<file path="src/rtl/uart_rx_os_if.sv">
// uart_rx_os_if: received-byte stream with per-word status flags
interface uart_rx_os_if;
   logic [7:0] m_data;
   logic       m_valid;
   logic       m_ready;
   logic       m_frame_err;
   logic       m_parity_err;
   logic       m_break;
   modport master (output m_data, m_valid, m_frame_err, m_parity_err, m_break, input m_ready);
   modport slave (input m_data, m_valid, m_frame_err, m_parity_err, m_break, output m_ready);
endinterface

</file>
<file path="src/rtl/uart_rx_os.sv">
// uart_rx_os: 16x oversampling UART receiver with fractional baud and runtime frame format
module uart_rx_os #(
   parameter int DIV_W       = 12,
   parameter int SYNC_STAGES = 2
) (
   input  logic             clk,
   input  logic             rst,
   input  logic             uart_rx,
   input  logic [DIV_W-1:0] baud_div,
   input  logic [3:0]       baud_frac,
   input  logic [1:0]       cfg_data_bits,
   input  logic [2:0]       cfg_parity,
   input  logic             cfg_stop2,
   uart_rx_os_if.master     m,
   output logic             overrun,
   output logic             rx_busy
);
   typedef enum logic [2:0] {IDLE, START, DATA, PARITY, STOP, BREAK_WAIT} state_t;
   state_t state;
   logic [SYNC_STAGES-1:0] sync;
   logic rx_s, rx_d, fall, start;
   logic [DIV_W-1:0] div_l;
   logic [3:0] frac_l, acc, os_cnt;
   logic carry, tick, bit_end, mid9;
   logic [DIV_W:0] div_cnt;
   logic [2:0] nbits_l, bit_cnt, par_l;
   logic stop2_l, stop_idx;
   logic s7, s8, bit_val, maj, par_exp;
   logic [7:0] sh, sh_sr, sh_nxt;
   logic perr, ferr, zero, brk_c, ferr_c;

   assign rx_s    = sync[SYNC_STAGES-1];
   assign fall    = rx_d & ~rx_s;
   assign start   = (state == IDLE) && fall;
   // a tick closes a period of div_l clocks, stretched by one after an accumulator carry
   assign tick    = (state != IDLE) && (div_cnt == ({1'b0, div_l} - {{DIV_W{1'b0}}, ~carry}));
   assign bit_end = tick && (os_cnt == 4'd15);
   assign mid9    = tick && (os_cnt == 4'd9);
   assign maj     = (s7 & s8) | (s7 & rx_s) | (s8 & rx_s);
   assign sh_sr   = {1'b0, sh[7:1]};
   assign par_exp = (par_l == 3'd1) ? ~^sh : (par_l == 3'd2) ? ^sh : (par_l == 3'd3);
   assign brk_c   = zero & (stop2_l | ~maj);
   assign ferr_c  = ferr | ~maj;

   // new data bit lands at position N-1 while earlier bits move toward the LSB
   always_comb begin
      sh_nxt = '0;
      for (int i = 0; i < 8; i++)
         sh_nxt[i] = (i == int'(nbits_l)) ? bit_val : (i < int'(nbits_l)) ? sh_sr[i] : 1'b0;
   end

   // metastability synchroniser plus one delayed copy for edge detection, idling high
   always_ff @(posedge clk) begin
      if (rst) begin
         sync <= '1;
         rx_d <= 1'b1;
      end else begin
         sync <= {sync[SYNC_STAGES-2:0], uart_rx};
         rx_d <= rx_s;
      end
   end

   // fractional divider producing the 16x tick, restarted on each start edge
   always_ff @(posedge clk) begin
      if (rst || start) begin
         div_cnt <= '0;
         acc     <= '0;
         carry   <= 1'b0;
      end else if (state != IDLE) begin
         if (tick) begin
            div_cnt      <= '0;
            {carry, acc} <= 5'(acc) + 5'(frac_l);
         end else begin
            div_cnt <= div_cnt + 1'b1;
         end
      end
   end

   // frame FSM with majority sampling, error tracking and the output holding register
   always_ff @(posedge clk) begin
      if (rst) begin
         state          <= IDLE;
         rx_busy        <= 1'b0;
         overrun        <= 1'b0;
         m.m_valid      <= 1'b0;
         m.m_data       <= '0;
         m.m_frame_err  <= 1'b0;
         m.m_parity_err <= 1'b0;
         m.m_break      <= 1'b0;
         os_cnt         <= '0;
         s7             <= 1'b1;
         s8             <= 1'b1;
         bit_val        <= 1'b1;
         div_l          <= DIV_W'(4);
         frac_l         <= '0;
         nbits_l        <= 3'd7;
         par_l          <= '0;
         stop2_l        <= 1'b0;
         bit_cnt        <= '0;
         stop_idx       <= 1'b0;
         sh             <= '0;
         perr           <= 1'b0;
         ferr           <= 1'b0;
         zero           <= 1'b0;
      end else begin
         overrun <= 1'b0;
         if (m.m_valid && m.m_ready) m.m_valid <= 1'b0;
         if (tick) os_cnt <= os_cnt + 4'd1;
         if (tick && os_cnt == 4'd7) s7 <= rx_s;
         if (tick && os_cnt == 4'd8) s8 <= rx_s;
         if (mid9) bit_val <= maj;
         case (state)
            IDLE: if (fall) begin
               state    <= START;
               rx_busy  <= 1'b1;
               os_cnt   <= '0;
               div_l    <= (baud_div < DIV_W'(4)) ? DIV_W'(4) : baud_div;
               frac_l   <= baud_frac;
               nbits_l  <= 3'(cfg_data_bits) + 3'd4;
               par_l    <= (cfg_parity > 3'd4) ? 3'd0 : cfg_parity;
               stop2_l  <= cfg_stop2;
               bit_cnt  <= '0;
               stop_idx <= 1'b0;
               sh       <= '0;
               perr     <= 1'b0;
               ferr     <= 1'b0;
               zero     <= 1'b1;
            end
            START: if (bit_end) begin
               state   <= bit_val ? IDLE : DATA;
               rx_busy <= ~bit_val;
            end
            DATA: if (bit_end) begin
               sh      <= sh_nxt;
               zero    <= zero & ~bit_val;
               bit_cnt <= bit_cnt + 3'd1;
               if (bit_cnt == nbits_l) state <= (par_l != 3'd0) ? PARITY : STOP;
            end
            PARITY: if (bit_end) begin
               perr  <= bit_val != par_exp;
               zero  <= zero & ~bit_val;
               state <= STOP;
            end
            STOP: begin
               if (mid9 && stop_idx == stop2_l) begin
                  if (!m.m_valid || m.m_ready) begin
                     m.m_valid      <= 1'b1;
                     m.m_data       <= brk_c ? 8'h00 : sh;
                     m.m_frame_err  <= ferr_c;
                     m.m_parity_err <= perr;
                     m.m_break      <= brk_c;
                  end else begin
                     overrun <= 1'b1;
                  end
                  state   <= brk_c ? BREAK_WAIT : IDLE;
                  rx_busy <= brk_c;
               end else if (mid9) begin
                  ferr <= ferr_c;
                  zero <= zero & ~maj;
               end else if (bit_end) begin
                  stop_idx <= 1'b1;
               end
            end
            BREAK_WAIT: if (rx_s) begin
               state   <= IDLE;
               rx_busy <= 1'b0;
            end
            default: state <= IDLE;
         endcase
      end
   end
endmodule
</file>
<file path="src/flat_wrapper.sv">
// flat-port wrapper written by rule: the top's interface ports become plain ports
module uart_rx_os_flat 
#(
   parameter int DIV_W       = 12,
   parameter int SYNC_STAGES = 2
)
  (clk, rst, uart_rx, baud_div, baud_frac, cfg_data_bits, cfg_parity, cfg_stop2, overrun, rx_busy, m_m_data, m_m_valid, m_m_frame_err, m_m_parity_err, m_m_break, m_m_ready);
  uart_rx_os_if m_i ();
  input  logic clk;
  input  logic rst;
  input  logic uart_rx;
  input  logic [DIV_W-1:0] baud_div;
  input  logic [3:0] baud_frac;
  input  logic [1:0] cfg_data_bits;
  input  logic [2:0] cfg_parity;
  input  logic cfg_stop2;
  output logic overrun;
  output logic rx_busy;
  output wire logic [$bits(m_i.m_data)-1:0] m_m_data;
  output wire logic [$bits(m_i.m_valid)-1:0] m_m_valid;
  output wire logic [$bits(m_i.m_frame_err)-1:0] m_m_frame_err;
  output wire logic [$bits(m_i.m_parity_err)-1:0] m_m_parity_err;
  output wire logic [$bits(m_i.m_break)-1:0] m_m_break;
  input wire logic [$bits(m_i.m_ready)-1:0] m_m_ready;
  assign m_m_data = m_i.m_data;
  assign m_m_valid = m_i.m_valid;
  assign m_m_frame_err = m_i.m_frame_err;
  assign m_m_parity_err = m_i.m_parity_err;
  assign m_m_break = m_i.m_break;
  assign m_i.m_ready = m_m_ready;
  uart_rx_os #(.DIV_W(DIV_W), .SYNC_STAGES(SYNC_STAGES)) u_core (.clk(clk), .rst(rst), .uart_rx(uart_rx), .baud_div(baud_div), .baud_frac(baud_frac), .cfg_data_bits(cfg_data_bits), .cfg_parity(cfg_parity), .cfg_stop2(cfg_stop2), .m(m_i), .overrun(overrun), .rx_busy(rx_busy));
endmodule
</file>
<file path="config.mk">
export PLATFORM = sky130hd
export DESIGN_NAME = uart_rx_os_flat
export DESIGN_NICKNAME = d
export VERILOG_FILES = /design/src/rtl/uart_rx_os_if.sv /design/src/rtl/uart_rx_os.sv /design/src/flat_wrapper.sv
export SDC_FILE = /design/constraint.sdc
export NUM_CORES = 1
export LEC_CHECK = 0
export CAP_MARGIN = 15
export CORE_UTILIZATION = 45
export DETAILED_ROUTE_END_ITERATION = 7
export GPL_ROUTABILITY_DRIVEN = 0
export PLACE_DENSITY = 0.67
export REMOVE_ABC_BUFFERS = 1
export SYNTH_ARGS = -nofsm -noshare
export SYNTH_HDL_FRONTEND = slang
export SYNTH_SLANG_ARGS = --single-unit
</file>
<file path="constraint.sdc">
create_clock -name clk -period 2.9 [get_ports clk]
set_input_delay 0.435 -clock clk [delete_from_list [all_inputs] [get_ports clk]]
set_output_delay 0.435 -clock clk [all_outputs]
set_load 0.01 [all_outputs]
</file>
==> run summary <==
power density cells -> 410 mW/mm2
buffers added on ports -> 39
Final #Nets -> 652
drt first pass iters -> 5
wire length of the first global-routing pass -> 19100 um
floorplan die area -> 0.0101 mm2
part of the cycle the worst path needs -> 104%
Clock transition at path regs -> 0.09 ns
number of cells after detailed placement -> 725
Vias per Instance -> 5.55
number of DRC violations after detailed routing -> 0
number of instances in the synthesized netlist -> 534
proportion of synthesized flip-flops having asynchronous set or reset -> 0%
number of enable-type register cells in the synthesized netlist -> 0
min-delay worst type -> flop to flop
flip-flop cell with the highest count after synthesis -> sky130_fd_sc_hd__dfxtp_1
maximum root-to-sink buffer count -> 2
number of cell rows -> 35
syn_area_per_cell -> 8.18 um2
DR iter-0 viols -> 215
antenna violations before repair -> 0
worst-skew pair later-pin latency -> 0.35 ns
core area -> 0.00933 mm2
data required time at the worst endpoint -> 3.14 ns
total global-route track usage -> 23.9%
Starting Density -> 46.8%
number of library cell types mapped by synthesis -> 69
number of cells in the finished layout apart from fillers -> 748
Final Routed Wirelength -> 11800 um
post-synth design cell area -> 0.00437 mm2
outcome -> complete, but fails checks
unrepaired setup endpoints after global routing -> yes
net switching component of the power -> 0.000605 W
number of max-slew violations in the final report -> 0
Area growth, synth to finish -> 30.2%
crit start category -> flop
leakage power -> 2.09 nW
chip width -> 101 um
Detail Route Antenna Nets -> 0
sequential fraction of the synthesis area -> 37.6%
CTS tree -> yes
HPWL after detailed placement -> 8050 um
number of top-level pins -> 40
share of cells above drive strength 1 -> 20.7%
kind of capture point of the worst setup path -> flop
Yosys top cell by area -> sky130_fd_sc_hd__dfxtp_1
largest cells by area after synthesis -> sky130_fd_sc_hd__dfxtp_1 (38%), sky130_fd_sc_hd__nand2_1 (6.0%), sky130_fd_sc_hd__xnor2_1 (5.8%)
switching share of power -> 25.9%
Comb power frac -> 12.5%
critical-path maximum fanout -> 4
Worst Tran Pin Value -> 0.611 ns
least setup slack across all paths after layout -> -0.119 ns
worst setup slack before clock tree synthesis -> -0.111 ns
Crit path arrival time -> 3.26 ns
via count of the first global-routing pass -> 4072
Setup-failing EPs final -> 45
Max-cap violations -> 0
Min Hold Slack -> 0.432 ns
kind of critical path -> flop to flop
total grt overflow -> 0
Worst slew margin -> 59.2%
crit path time final -> 3.02 ns
cell-internal power -> 0.00173 W
violated checks -> negative setup slack
sink count of the clock tree -> 82
final hold viol count -> 0
maximum clock skew at final layout -> 0.00724 ns
clock root buffer -> sky130_fd_sc_hd__clkbuf_8
Filler Cell Count -> 859
# H-tree levels -> 3
Achievable Freq -> 331 MHz
proportion of power drawn by the clock network -> 37.6%
chip height -> 101 um
number of synthesis warnings -> 0
Synth top area share -> 37.6%
antenna cells -> 0
fraction of power consumed by sequential logic -> 49.9%
Wirelength per Cell -> 15.7 um
number of vias after detailed routing -> 4150
CTS buffer count -> 9
maximum number of pins on one net before global-route repair -> 30
number of synthesized register bits -> 82
Max IR drop VDD -> 267 uV
post-route core utilization -> 61.0%
[registers in the layout, summed over array words and instances (netlist names), 3 cells and up]
signal,cells
u_core.div_l,12
u_core.state,3
u_core.m.m_data,8
u_core.os_cnt,4
u_core.bit_cnt,3
u_core.acc,4
u_core.par_l,3
u_core.sh,8
u_core.div_cnt,13
u_core.frac_l,4
[cells in the final DEF, fill, tap and decap left out, types with 3 or more instances in the layout]
cell,Yosys,layout
sky130_fd_sc_hd__o211ai_1,5,5
sky130_fd_sc_hd__nor2_2,2,3
sky130_fd_sc_hd__o21ai_0,24,19
sky130_fd_sc_hd__nand4_1,15,15
sky130_fd_sc_hd__o21ai_1,2,7
sky130_fd_sc_hd__buf_6,2,12
sky130_fd_sc_hd__a21oi_2,0,5
sky130_fd_sc_hd__nor3_1,9,5
sky130_fd_sc_hd__clkinvlp_4,0,3
sky130_fd_sc_hd__nand3_1,26,23
sky130_fd_sc_hd__nor3_2,0,4
sky130_fd_sc_hd__xor2_1,15,15
sky130_fd_sc_hd__nand3b_1,4,4
sky130_fd_sc_hd__nor3b_1,4,4
sky130_fd_sc_hd__mux2i_1,4,4
sky130_fd_sc_hd__a41o_1,3,3
sky130_fd_sc_hd__dfxtp_1,82,81
sky130_fd_sc_hd__clkbuf_8,0,11
sky130_fd_sc_hd__nor4_1,7,6
sky130_fd_sc_hd__ha_1,11,9
sky130_fd_sc_hd__clkdlybuf4s50_1,0,38
sky130_fd_sc_hd__nor2b_1,4,4
sky130_fd_sc_hd__o21a_1,3,3
sky130_fd_sc_hd__a31oi_1,5,3
sky130_fd_sc_hd__and3_1,4,3
sky130_fd_sc_hd__nand2b_1,4,4
sky130_fd_sc_hd__nand2_1,70,69
sky130_fd_sc_hd__or2_2,5,5
sky130_fd_sc_hd__nand3_2,0,3
sky130_fd_sc_hd__buf_4,0,44
sky130_fd_sc_hd__inv_1,20,18
sky130_fd_sc_hd__xnor2_1,29,27
sky130_fd_sc_hd__nor2_1,50,47
sky130_fd_sc_hd__a21oi_1,48,43
[logic make-up after synthesis]
group | share of synthesized area [%]
AOI/OAI and AO/OA | 17.5
xor gates and xnor gates | 8.82
adders and majority gates | 3.84
buffers and inverters | 4.58
DFF | 37.6
muxes | 1.69
and+or+nand+nor | 26.0
[synth_stat cells (5+ instances only)]
library cell and count:
sky130_fd_sc_hd__nor2_1 50, sky130_fd_sc_hd__xor2_1 15, sky130_fd_sc_hd__xnor2_1 29, sky130_fd_sc_hd__clkbuf_1 20, sky130_fd_sc_hd__ha_1 11, sky130_fd_sc_hd__o211ai_1 5, sky130_fd_sc_hd__a21oi_1 48, sky130_fd_sc_hd__nor3_1 9
sky130_fd_sc_hd__o21ai_0 24, sky130_fd_sc_hd__nor4_1 7, sky130_fd_sc_hd__dfxtp_1 82, sky130_fd_sc_hd__or2_2 5, sky130_fd_sc_hd__nand2_1 70, sky130_fd_sc_hd__nand4_1 15, sky130_fd_sc_hd__a31oi_1 5, sky130_fd_sc_hd__inv_1 20
sky130_fd_sc_hd__nand3_1 26
[worst max-delay path, stage by stage (launching register included)]
cell and delay [ns]:
sky130_fd_sc_hd__dfxtp_2 0.32, sky130_fd_sc_hd__inv_2 0.07, sky130_fd_sc_hd__ha_4 0.14, sky130_fd_sc_hd__or4b_4 0.48
sky130_fd_sc_hd__buf_6 0.15, sky130_fd_sc_hd__xnor2_2 0.12, sky130_fd_sc_hd__a22o_1 0.14, sky130_fd_sc_hd__o211ai_1 0.16
sky130_fd_sc_hd__buf_4 0.20, sky130_fd_sc_hd__buf_6 0.11, sky130_fd_sc_hd__nor4_4 0.32, sky130_fd_sc_hd__and2_4 0.21
sky130_fd_sc_hd__o221a_4 0.20, sky130_fd_sc_hd__mux2_4 0.30
[stage by stage]
stage                     TNS [ns]  area [um2]  power (W)
after floorplan              -1.19        4240    0.00132
after global placement     -0.0860        5200    0.00145
after detailed placement    -0.753        5200    0.00145
after CTS                   -0.166        5550    0.00234
after global routing         -7.73        5690    0.00243
final                        -1.58        5690    0.00234
[power by group through the flow]
stage	clock network (W)	registers, W	logic [W]
4_1_cts	0.000892	0.00116	0.000280
5_1_grt	0.000942	0.00117	0.000317
3_3_place_gp	0	0.00119	0.000260
3_5_place_dp	0	0.00119	0.000263
2_1_floorplan	0	0.00119	0.000123
6_report	0.000879	0.00116	0.000292
[path summary, 6_finish.rpt]
check | startpoint | end | slack (ns) | depth (start not counted)
hold reg to reg | u_core.sync[0] | u_core.sync[1] | 0.43 | 1
hold / removal | u_core.sync[0] | u_core.sync[1] | 0.43 | 1
setup reg to reg | u_core.carry | u_core.zero | -0.12 | 13
setup / recovery | u_core.carry | u_core.zero | -0.12 | 13
[what timing repair did]
item                       4_1_cts  5_1_grt
setup endpoints to repair       27       57
gates resized for setup         22       34
setup buffers                    5        4
pin swaps                       12       20
hold buffers                     0        0
[final cells by class]
class	instances	area (um2)	area share [%]
well taps	129	161	2.84
inverters	20	75.1	1.32
clock buffers	11	151	2.66
clock inverters	5	61.3	1.08
flip-flops and latches	82	1640	28.9
repair buffers	97	891	15.7
multi-input cells	404	2710	47.6
[layer usage]
metal,routed length (um),vias up,track usage (%)
li1,-,2038,-
met1,5250,1960,31.9
met2,5630,130,38.6
met3,630,22,3.61
met4,259,0,10.4
met5,0,-,0
Note: power is estimated with default switching activity, not from simulation.
